`config.mk`:
```
export PLATFORM = sky130hd
export DESIGN_NAME = pipe_hazard_ctrl_flat
export DESIGN_NICKNAME = d
export VERILOG_FILES = /design/src/rtl/pipe_hazard_ctrl_pkg.sv /design/src/rtl/pipe_hazard_ctrl_if.sv /design/src/rtl/pipe_hazard_ctrl_wait_timer.sv /design/src/rtl/pipe_hazard_ctrl.sv /design/src/flat_wrapper.sv
export SDC_FILE = /design/constraint.sdc
export NUM_CORES = 1
export LEC_CHECK = 0
export ABC_CLOCK_PERIOD_IN_PS = 1650
export CORE_MARGIN = 1
export CORE_UTILIZATION = 35
export DETAILED_ROUTE_END_ITERATION = 12
export GPL_TIMING_DRIVEN = 0
export PLACE_DENSITY = 0.82
export SYNTH_ARGS = -nofsm -noshare
export SYNTH_HDL_FRONTEND = slang
export SYNTH_HIERARCHICAL = 1
export SYNTH_SLANG_ARGS = --single-unit
```
`constraint.sdc`:
```
create_clock -name clk_i -period 1.65 [get_ports clk_i]
set_input_delay 0.33 -clock clk_i [delete_from_list [all_inputs] [get_ports clk_i]]
set_output_delay 0.33 -clock clk_i [all_outputs]
set_load 0.05 [all_outputs]
```
`src/rtl/pipe_hazard_ctrl_pkg.sv`:
```
// Shared types for the pipeline hazard controller.
// The control bundle is ordered MSB-first: pc, ifid_write, ifid_flush, idex_write, idex_bubble, exmem.
package pipe_ctrl_pkg;

  typedef enum logic [1:0] {
    RUN      = 2'd0,
    MEM_WAIT = 2'd1,
    ERR      = 2'd2
  } state_e;

  localparam logic [4:0] REG_ZERO = 5'd0;

  typedef struct packed {
    logic pc_write;
    logic ifid_write;
    logic ifid_flush;
    logic idex_write;
    logic idex_bubble;
    logic exmem_write;
  } ctrl_t;

  localparam int CTRL_W = $bits(ctrl_t);

  localparam ctrl_t CTRL_RUN    = ctrl_t'(6'b110101);
  localparam ctrl_t CTRL_HOLD   = ctrl_t'(6'b000000);
  localparam ctrl_t CTRL_FLUSH  = ctrl_t'(6'b111111);
  localparam ctrl_t CTRL_BUBBLE = ctrl_t'(6'b000111);
  localparam ctrl_t CTRL_RST    = ctrl_t'(6'b111111);

  // Rules 2-4: a taken branch wins over load-use since the dependent op is flushed anyway.
  function automatic ctrl_t resolve(input logic branch_taken, input logic load_use);
    if (branch_taken) return CTRL_FLUSH;
    if (load_use)     return CTRL_BUBBLE;
    return CTRL_RUN;
  endfunction

endpackage

```
`src/rtl/pipe_hazard_ctrl_if.sv`:
```
// Hazard inputs and pipeline control outputs of the hazard controller.
// master: the controller; slave: the datapath it sequences.
interface pipe_hazard_ctrl_if #(
  parameter int CNT_W = 32
);
  logic             idex_memread_i;
  logic [4:0]       idex_rdaddr_i;
  logic [4:0]       ifid_rs1addr_i;
  logic [4:0]       ifid_rs2addr_i;
  logic             branch_taken_i;
  logic             dmem_req_i;
  logic             dmem_ack_i;
  logic             pc_write_o;
  logic             ifid_write_o;
  logic             ifid_flush_o;
  logic             idex_write_o;
  logic             idex_bubble_o;
  logic             exmem_write_o;
  logic             err_o;
  logic [CNT_W-1:0] stall_cycles_o;
  logic [CNT_W-1:0] flush_count_o;

  modport master (
    input  idex_memread_i, idex_rdaddr_i, ifid_rs1addr_i, ifid_rs2addr_i,
           branch_taken_i, dmem_req_i, dmem_ack_i,
    output pc_write_o, ifid_write_o, ifid_flush_o, idex_write_o, idex_bubble_o,
           exmem_write_o, err_o, stall_cycles_o, flush_count_o
  );

  modport slave (
    output idex_memread_i, idex_rdaddr_i, ifid_rs1addr_i, ifid_rs2addr_i,
           branch_taken_i, dmem_req_i, dmem_ack_i,
    input  pc_write_o, ifid_write_o, ifid_flush_o, idex_write_o, idex_bubble_o,
           exmem_write_o, err_o, stall_cycles_o, flush_count_o
  );
endinterface

```
`src/rtl/pipe_hazard_ctrl_wait_timer.sv`:
```
// Memory-wait cycle counter; expired flags that one more waiting cycle reaches MAX_WAIT.
module pipe_wait_timer #(
  parameter int MAX_WAIT = 16
) (
  input  logic clk_i,
  input  logic rst_n_i,
  input  logic start,
  input  logic tick,
  input  logic clr,
  output logic expired
);
  localparam logic [7:0] LAST = 8'(MAX_WAIT - 1);

  logic [7:0] wait_cnt;

  always_ff @(posedge clk_i) begin
    if (!rst_n_i)                        wait_cnt <= 8'd0;
    else if (start)                      wait_cnt <= 8'd1;
    else if (clr)                        wait_cnt <= 8'd0;
    else if (tick && wait_cnt != 8'hFF)  wait_cnt <= wait_cnt + 8'd1;
  end

  assign expired = (wait_cnt >= LAST);
endmodule

```
`src/rtl/pipe_hazard_ctrl.sv`:
```
// Hazard/stall controller for the 5-stage pipeline: load-use bubbles, branch flush, memory freeze.
// Optional performance counters are built when PIPE_HAZARD_PERF_CNT_EN is defined.
//   state    | meaning
//   RUN      | normal issue; hazards resolved combinationally
//   MEM_WAIT | data access outstanding; pipeline frozen until ack
//   ERR      | memory watchdog fired; frozen until reset
module pipe_hazard_ctrl
  import pipe_ctrl_pkg::*;
#(
  parameter int MAX_WAIT = 16,
  parameter int CNT_W    = 32
) (
  input  logic               clk_i,
  input  logic               rst_n_i,
  pipe_hazard_ctrl_if.master bus
);
  state_e state_q, state_d;
  ctrl_t  ctrl;
  logic   load_use;
  logic   tmr_start, tmr_tick, tmr_clr, tmr_expired;
  logic   err_q;

  assign load_use = bus.idex_memread_i && (bus.idex_rdaddr_i != REG_ZERO) &&
                    ((bus.idex_rdaddr_i == bus.ifid_rs1addr_i) ||
                     (bus.idex_rdaddr_i == bus.ifid_rs2addr_i));

  pipe_wait_timer #(.MAX_WAIT(MAX_WAIT)) u_timer (
    .clk_i   (clk_i),
    .rst_n_i (rst_n_i),
    .start   (tmr_start),
    .tick    (tmr_tick),
    .clr     (tmr_clr),
    .expired (tmr_expired)
  );

  always_ff @(posedge clk_i) begin
    if (!rst_n_i) state_q <= RUN;
    else          state_q <= state_d;
  end

  always_comb begin
    state_d   = state_q;
    ctrl      = CTRL_RUN;
    tmr_start = 1'b0;
    tmr_tick  = 1'b0;
    tmr_clr   = 1'b0;
    case (state_q)
      RUN: begin
        if (bus.dmem_req_i && !bus.dmem_ack_i) begin
          ctrl      = CTRL_HOLD;
          state_d   = MEM_WAIT;
          tmr_start = 1'b1;
        end else begin
          ctrl = resolve(bus.branch_taken_i, load_use);
        end
      end
      MEM_WAIT: begin
        // dmem_req_i is deliberately ignored here; the requester holds it.
        if (!bus.dmem_ack_i) begin
          ctrl     = CTRL_HOLD;
          tmr_tick = 1'b1;
          if (tmr_expired) state_d = ERR;
        end else begin
          ctrl    = resolve(bus.branch_taken_i, load_use);
          state_d = RUN;
          tmr_clr = 1'b1;
        end
      end
      default: begin
        ctrl    = CTRL_HOLD;
        state_d = ERR;
      end
    endcase
    if (!rst_n_i) ctrl = CTRL_RST;
  end

  always_ff @(posedge clk_i) begin
    if (!rst_n_i)             err_q <= 1'b0;
    else if (state_d == ERR)  err_q <= 1'b1;
  end

  assign {bus.pc_write_o, bus.ifid_write_o, bus.ifid_flush_o,
          bus.idex_write_o, bus.idex_bubble_o, bus.exmem_write_o} = CTRL_W'(ctrl);
  assign bus.err_o = err_q;

`ifdef PIPE_HAZARD_PERF_CNT_EN
  localparam logic [CNT_W-1:0] CNT_ONE = CNT_W'(1);

  logic [CNT_W-1:0] stall_q, flush_q;

  // ifid_flush is only raised by a taken branch once reset is released.
  always_ff @(posedge clk_i) begin
    if (!rst_n_i) begin
      stall_q <= '0;
      flush_q <= '0;
    end else begin
      if (!ctrl.pc_write && stall_q != '1)  stall_q <= stall_q + CNT_ONE;
      if (ctrl.ifid_flush && flush_q != '1) flush_q <= flush_q + CNT_ONE;
    end
  end

  assign bus.stall_cycles_o = stall_q;
  assign bus.flush_count_o  = flush_q;
`else
  assign bus.stall_cycles_o = '0;
  assign bus.flush_count_o  = '0;
`endif
endmodule

```
`src/flat_wrapper.sv`:
```
// flat-port wrapper written by rule: the top's interface ports become plain ports
module pipe_hazard_ctrl_flat import pipe_ctrl_pkg::*;
#(
  parameter int MAX_WAIT = 16,
  parameter int CNT_W    = 32
)
  (clk_i, rst_n_i, bus_idex_memread_i, bus_idex_rdaddr_i, bus_ifid_rs1addr_i, bus_ifid_rs2addr_i, bus_branch_taken_i, bus_dmem_req_i, bus_dmem_ack_i, bus_pc_write_o, bus_ifid_write_o, bus_ifid_flush_o, bus_idex_write_o, bus_idex_bubble_o, bus_exmem_write_o, bus_err_o, bus_stall_cycles_o, bus_flush_count_o);
  pipe_hazard_ctrl_if #(.CNT_W(CNT_W)) bus_i ();
  input  logic clk_i;
  input  logic rst_n_i;
  input wire logic [$bits(bus_i.idex_memread_i)-1:0] bus_idex_memread_i;
  input wire logic [$bits(bus_i.idex_rdaddr_i)-1:0] bus_idex_rdaddr_i;
  input wire logic [$bits(bus_i.ifid_rs1addr_i)-1:0] bus_ifid_rs1addr_i;
  input wire logic [$bits(bus_i.ifid_rs2addr_i)-1:0] bus_ifid_rs2addr_i;
  input wire logic [$bits(bus_i.branch_taken_i)-1:0] bus_branch_taken_i;
  input wire logic [$bits(bus_i.dmem_req_i)-1:0] bus_dmem_req_i;
  input wire logic [$bits(bus_i.dmem_ack_i)-1:0] bus_dmem_ack_i;
  output wire logic [$bits(bus_i.pc_write_o)-1:0] bus_pc_write_o;
  output wire logic [$bits(bus_i.ifid_write_o)-1:0] bus_ifid_write_o;
  output wire logic [$bits(bus_i.ifid_flush_o)-1:0] bus_ifid_flush_o;
  output wire logic [$bits(bus_i.idex_write_o)-1:0] bus_idex_write_o;
  output wire logic [$bits(bus_i.idex_bubble_o)-1:0] bus_idex_bubble_o;
  output wire logic [$bits(bus_i.exmem_write_o)-1:0] bus_exmem_write_o;
  output wire logic [$bits(bus_i.err_o)-1:0] bus_err_o;
  output wire logic [$bits(bus_i.stall_cycles_o)-1:0] bus_stall_cycles_o;
  output wire logic [$bits(bus_i.flush_count_o)-1:0] bus_flush_count_o;
  assign bus_i.idex_memread_i = bus_idex_memread_i;
  assign bus_i.idex_rdaddr_i = bus_idex_rdaddr_i;
  assign bus_i.ifid_rs1addr_i = bus_ifid_rs1addr_i;
  assign bus_i.ifid_rs2addr_i = bus_ifid_rs2addr_i;
  assign bus_i.branch_taken_i = bus_branch_taken_i;
  assign bus_i.dmem_req_i = bus_dmem_req_i;
  assign bus_i.dmem_ack_i = bus_dmem_ack_i;
  assign bus_pc_write_o = bus_i.pc_write_o;
  assign bus_ifid_write_o = bus_i.ifid_write_o;
  assign bus_ifid_flush_o = bus_i.ifid_flush_o;
  assign bus_idex_write_o = bus_i.idex_write_o;
  assign bus_idex_bubble_o = bus_i.idex_bubble_o;
  assign bus_exmem_write_o = bus_i.exmem_write_o;
  assign bus_err_o = bus_i.err_o;
  assign bus_stall_cycles_o = bus_i.stall_cycles_o;
  assign bus_flush_count_o = bus_i.flush_count_o;
  pipe_hazard_ctrl #(.MAX_WAIT(MAX_WAIT), .CNT_W(CNT_W)) u_core (.clk_i(clk_i), .rst_n_i(rst_n_i), .bus(bus_i));
endmodule
```
# Word level (Yosys, flattened, before mapping)
# Cells that the tools add are included.
# totals
elab_cells	57
register_bits	11
output_inout_bits	71
in_bits	21
# classes
reduce_logical	10
bitwise_logic	1
n_addsub	1
muxes	35
n_lt_le_gt_ge	1
eq_ne	5
# ops
cell	n
2-to-1 mux 6 bit	9
2-to-1 mux 1 bit	21
one-hot mux 6 bit (2 select lines)	1
== test 5 bit	2
adder 8 x 1 -> 8 bit, second input constant	1
>= comparator 8 x 4 -> 1 bit, second input constant	1
inequality test 8 bit, second input constant	1
2-to-1 mux 2 bit	3
nonzero test 5 bit	1
logical AND 1 bit	4
one-hot mux 2 bit (2 select lines)	1
nonzero test 3 bit	1
OR reduction 3 bit	1
== test 2 x 1 -> 1 bit, second input constant	1
== test 2 bit, second input constant	1
logical NOT 2 bit	1
logical NOT 1 bit	1
logical OR 1 bit	1
NOT 1 bit	1

# Logic depth before layout (Yosys ltp)
# depth
word_depth	12
ltp_mapped	6
ltp_nobuf	6

# Hierarchy
# Netlist, hierarchy kept.
# modules_own_cells
module	instances	seq_area_each_um2	area_each_um2	cells_each
pipe_hazard_ctrl	1	60.1	805.8	103
pipe_wait_timer	1	160.2	456.7	52

# Worst setup path before layout
# Ideal clock, no wire load.
# synth_timing
kind	register to output
start	register u_core.state_q[1]
end	output port bus_pc_write_o
slack_ns	-1.275
arrival_time_ns	2.595
n_path_buf	1
stages_incl_launch_ff	5
t_required_ns	1.320
path_cell_list	dfxtp_1 -> o21bai_2 -> o21ai_0 -> o31a_1 -> buf_4
# synth_via
elab_chain_cells	3
elab_cells_between_ends	4
classes_between	1 x eq/ne; 2 x mux; 1 x reduce/logical
# synth_lines
element	line	rtl
start, declared	pipe_hazard_ctrl.sv:17	state_e state_q, state_d;
start signal, assigned	pipe_hazard_ctrl.sv:38	else state_q <= state_d;
== test 2 x 1 -> 1 bit or logical NOT 2 bit (tied branches)	--	
one-hot mux 6 bit (2 select lines) *	pipe_hazard_ctrl.sv:47	case (state_q)
2-to-1 mux 6 bit *	pipe_hazard_ctrl.sv:74	if (!rst_n_i) ctrl = CTRL_RST;
end, declared	flat_wrapper.sv:18	output wire logic [$bits(bus_i.pc_write_o)-1:0] bus_pc_write_o;
# Mark *: on every way between the ends. The rest lies on a longest branch, timed or not.

# Worst setup path after layout
# layout_timing
start	input port bus_idex_rdaddr_i[4]
end	output port bus_pc_write_o
# layout_via
elab_chain_cells	12
elab_cells_between_ends	22
classes_between	2 x eq/ne; 16 x mux; 4 x reduce/logical
# layout_lines
element	line	rtl
start, declared	flat_wrapper.sv:12	input wire logic [$bits(bus_i.idex_rdaddr_i)-1:0] bus_idex_rdaddr_i;
== test 5 bit (tied with other cells)	pipe_hazard_ctrl.sv:24	((bus.idex_rdaddr_i == bus.ifid_rs1addr_i) ||
logical OR 1 bit or logical AND 1 bit (tied branches)	pipe_hazard_ctrl.sv:24, pipe_hazard_ctrl.sv:23	
logical AND 1 bit *	pipe_hazard_ctrl.sv:23	assign load_use = bus.idex_memread_i && (bus.idex_rdaddr_i != REG_ZERO) &&
2-to-1 mux 1 bit (2 in series)	pipe_hazard_ctrl_pkg.sv:33	if (load_use) return CTRL_BUBBLE;
2-to-1 mux 1 bit, on equally long branches	pipe_hazard_ctrl.sv:59, pipe_hazard_ctrl.sv:49	
2-to-1 mux 1 bit	pipe_hazard_ctrl.sv:47	
2-to-1 mux 6 bit	pipe_hazard_ctrl_pkg.sv:34	return CTRL_RUN;
2-to-1 mux 6 bit	pipe_hazard_ctrl_pkg.sv:33	
2-to-1 mux 6 bit, on equally long branches	pipe_hazard_ctrl.sv:59, pipe_hazard_ctrl.sv:49	
one-hot mux 6 bit (2 select lines) *	pipe_hazard_ctrl.sv:47	
2-to-1 mux 6 bit *	pipe_hazard_ctrl.sv:74	
# Mark *: on every way between the ends. The rest lies on a longest branch, timed or not. The select of a mux whose other input is x is not followed.

==> results.py <==
metrics = {
    "run_status": {
        "outcome": "complete, but fails checks",
        "violations": "negative setup slack",
    },
    "clock_network": {
        "cts_buffers": 3,
        "ctsHoldBuffers": 0,
        "clock_latency_ns": 0.27,
        "clock_path_buffers": 2,
        "cts_max_level": 1,
        "clkTransAtPathRegs_ns": 0.07,
        "cts-root-buf": "clkbuf_4",
        "numClockSinks": 11,
        "tritoncts": "yes",
    },
    "synth": {
        "synth_edf_count": 0,
        "synth_warnings": 6,
        "synthMuxAreaShare_pct": 1.59,
        "synth.top_cell.area_share_pct": 39.2,
        "synthCells": 155,
        "synth_fa_ha_area_share_pct": 0.991,
        "synth_area_leaders": "buf_4 (39%), dfxtp_1 (17%), xor2_1 (6.9%)",
        "ys_async_sr_fraction_pct": 0,
        "yosysTopAreaCell": "buf_4",
        "synth_top_family_by_area": "buffers and inverters",
        "synth-simple-area-share_pct": 18.5,
        "synth_area_mm2": 0.00126,
        "synth.most_common_cell": "buf_4",
        "syn_avg_cell_area_um2": 8.14,
        "synth_cell_types": 40,
        "synth_xor_area_share_pct": 6.94,
        "synth_common_cells": "buf_4 (66), dfxtp_1 (11), xor2_1 (10)",
        "yosys_register_bits": 11,
        "synth_flop_cell": "dfxtp_1",
        "yosysSeqAreaShare_pct": 17.4,
        "synth_compound_area_share_pct": 13.7,
    },
    "floorplan": {
        "die_y_um": 62.1,
        "die-area_mm2": 0.00385,
        "fp.dieW_um": 62.1,
        "num_rows": 21,
        "core_mm2": 0.00339,
        "initial_utilization_pct": 37.2,
        "pin_count": 92,
    },
    "drt": {
        "wl_per_cell_um": 7.85,
        "dr_wl_met3_um": 275,
        "vias_per_cell": 3.70,
        "drcViolationCount": 0,
        "vias": 1102,
        "drt_iter0_markers": 34,
        "wirelength_mm": 2.34,
        "drt_pre_antenna_iters": 4,
        "wl_met2_mm": 1.07,
        "final_antenna_net_count": 0,
        "wl_met1_um": 977,
        "top_layer": "met4",
    },
    "hold_path": {
        "worst_hold_path_type": "flip-flop to flip-flop",
        "hold-path-cell-count": 1,
    },
    "global_route": {
        "grt_pass1_vias": 842,
        "grt_first_pass_wirelength_mm": 3.39,
        "grt_antenna_before_repair": 0,
        "grt_usage_pct": 12.0,
        "grt_start_max_net_pins": 10,
        "grt-ovfl-total": 0,
    },
    "worst_setup_path": {
        "cp.required_ns": 1.32,
        "path_cells": "buf_8, or4_4, o21ai_4, o31a_4, buf_8, buf_8",
        "cp-end-kind": "primary output",
        "slowest_delay_ns": 0.54,
        "worst-path-max-fanout": 3,
        "worst_ep_arrival_time_ns": 1.55,
        "crit_buf_inv": 3,
        "r2r_cells": 4,
        "worstSetupPathType": "input port to primary output",
        "crit_family": "simple AND/OR/NAND/NOR gates",
        "critPathSlowestCell": "or4_4",
        "cp-start-kind": "input port",
        "path_depth": 6,
        "path_common_cell": "buf_8",
    },
    "sta": {
        "finalSetupViolations": 4,
        "skew_ns": 0.00672,
        "final.min_clock_period_ns": 1.88,
        "rsz0062_at_grt": "yes",
        "max_freq_mhz": 531,
        "fin_setup_tns_ns": -0.732,
        "hold_slack_ns": 0.453,
        "fin_ws_ns": -0.234,
        "relSlewSlack_pct": 56.6,
        "final_max_slew_viol_count": 0,
        "worstMarginPinSlew_ns": 0.642,
        "period_share_pct": 114,
        "hold_viol": 0,
    },
    "pwr": {
        "power_density_mw_per_mm2": 572,
        "p_leak_nw": 1.07,
        "vdd_ir_drop_max_mv": 0.281,
        "total_power_mw": 1.10,
    },
    "cells_and_area": {
        "fin_area_mm2": 0.00192,
        "antennaDiodeCount": 0,
        "area_growth_pct": 52.1,
        "finalNetCount": 275,
        "drive_gt1_share_pct": 42.9,
        "utilization_pct": 56.7,
    },
    "placed_design": {
        "place.gp.congestion": 0.806,
        "place_area_mm2": 0.00189,
        "place.port_buffers": 27,
        "dpl.hpwl_mm": 1.90,
    },
    "run": {
        "drv_cap": 0,
    },
}
==> path summary, 6_finish.rpt <==
path / start / endpoint / slack, ns
worst max-delay path: bus_idex_rdaddr_i[4] / bus_pc_write_o / -0.23
worst min-delay path: u_core/bus.err_o / u_core/bus.err_o / 0.45
worst max register to register: u_core/state_q[0] / u_core/u_timer/wait_cnt[6] / 0.09
worst min register to register: u_core/bus.err_o / u_core/bus.err_o / 0.45
==> sequential cells by signal, indices dropped and copies added, names as in the netlist <==
signal / cells
u_core/u_timer/wait_cnt: 8
u_core/bus.err_o: 1
u_core/state_q: 2
==> cells in the final DEF, fill, tap and decap left out, types with 2 or more instances in the layout <==
cell	netlist	routed
a21oi_1	6	6
and4_1	3	3
buf_2	1	9
buf_4	66	70
buf_6	0	4
buf_8	0	3
clkbuf_2	0	2
clkbuf_4	0	3
clkdlybuf4s15_1	0	3
clkdlybuf4s50_1	0	2
conb_1	1	64
dfxtp_1	11	9
dlygate4sd2_1	0	4
inv_1	3	3
mux2i_1	2	2
nand2_1	6	5
nand2b_1	2	2
nand3_1	4	4
nand4_1	4	4
nor2_1	3	2
nor2b_1	3	3
nor3_2	0	2
nor3b_2	2	2
o2111ai_1	2	2
o21ai_4	0	2
xor2_1	10	10
==> per-layer routing <==
metal / vias to the layer above / global-route usage (%)
met5: - / 0
met4: 0 / 3.81
met3: 2 / 4.97
met2: 58 / 21.1
met1: 439 / 13.1
li1: 603 / -
==> worst reg2reg max path, cell delays in order (launching register included) <==
cell and delay [ns]:
dfxtp_4 0.37, nor3b_2 0.45, and4_1 0.35, and4b_1 0.22, a211oi_2 0.06
==> per-stage QoR <==
| step | cells | setup WS (ns) |
|---|---|---|
| 6_report | 298 | -0.234 |
| 3_3_place_gp | 291 | -1.27 |
| 3_5_place_dp | 291 | -1.29 |
| 2_1_floorplan | 218 | -0.141 |
| 4_1_cts | 297 | -0.259 |
| 5_1_grt | 298 | -0.289 |
==> cell type report <==
type	instances	area, um2
plain buffers	67	508
clock buffers	4	26.3
fillers	308	1470
inverters	3	11.3
multi-input cells	137	845
flip-flops and latches	11	225
well taps	46	57.6
repair buffers	30	248
==> power by group <==
part	internal, mW	switching (mW)	leakage (nW)
clock	0.0937	0.0936	0.0150
combinational	0.196	0.440	0.967
sequential	0.269	0.00636	0.0902
==> what timing repair did <==
| action | in CTS | in global routing |
|---|---|---|
| pin swaps | 12 | 11 |
| cloned | 0 | 0 |
| setup buffers | 2 | 1 |
| setup endpoints to repair | 13 | 6 |
| gates resized for setup | 98 | 7 |
==> cells by family after synthesis <==
| group | Yosys count |
|---|---|
| mux | 2 |
| fa+ha+maj | 1 |
| compound gates | 23 |
| xor+xnor | 10 |
| other cells | 1 |
| buf+inv | 70 |
| simple gates | 37 |
| flops | 11 |
No activity file was read; power rests on OpenSTA's default activity.
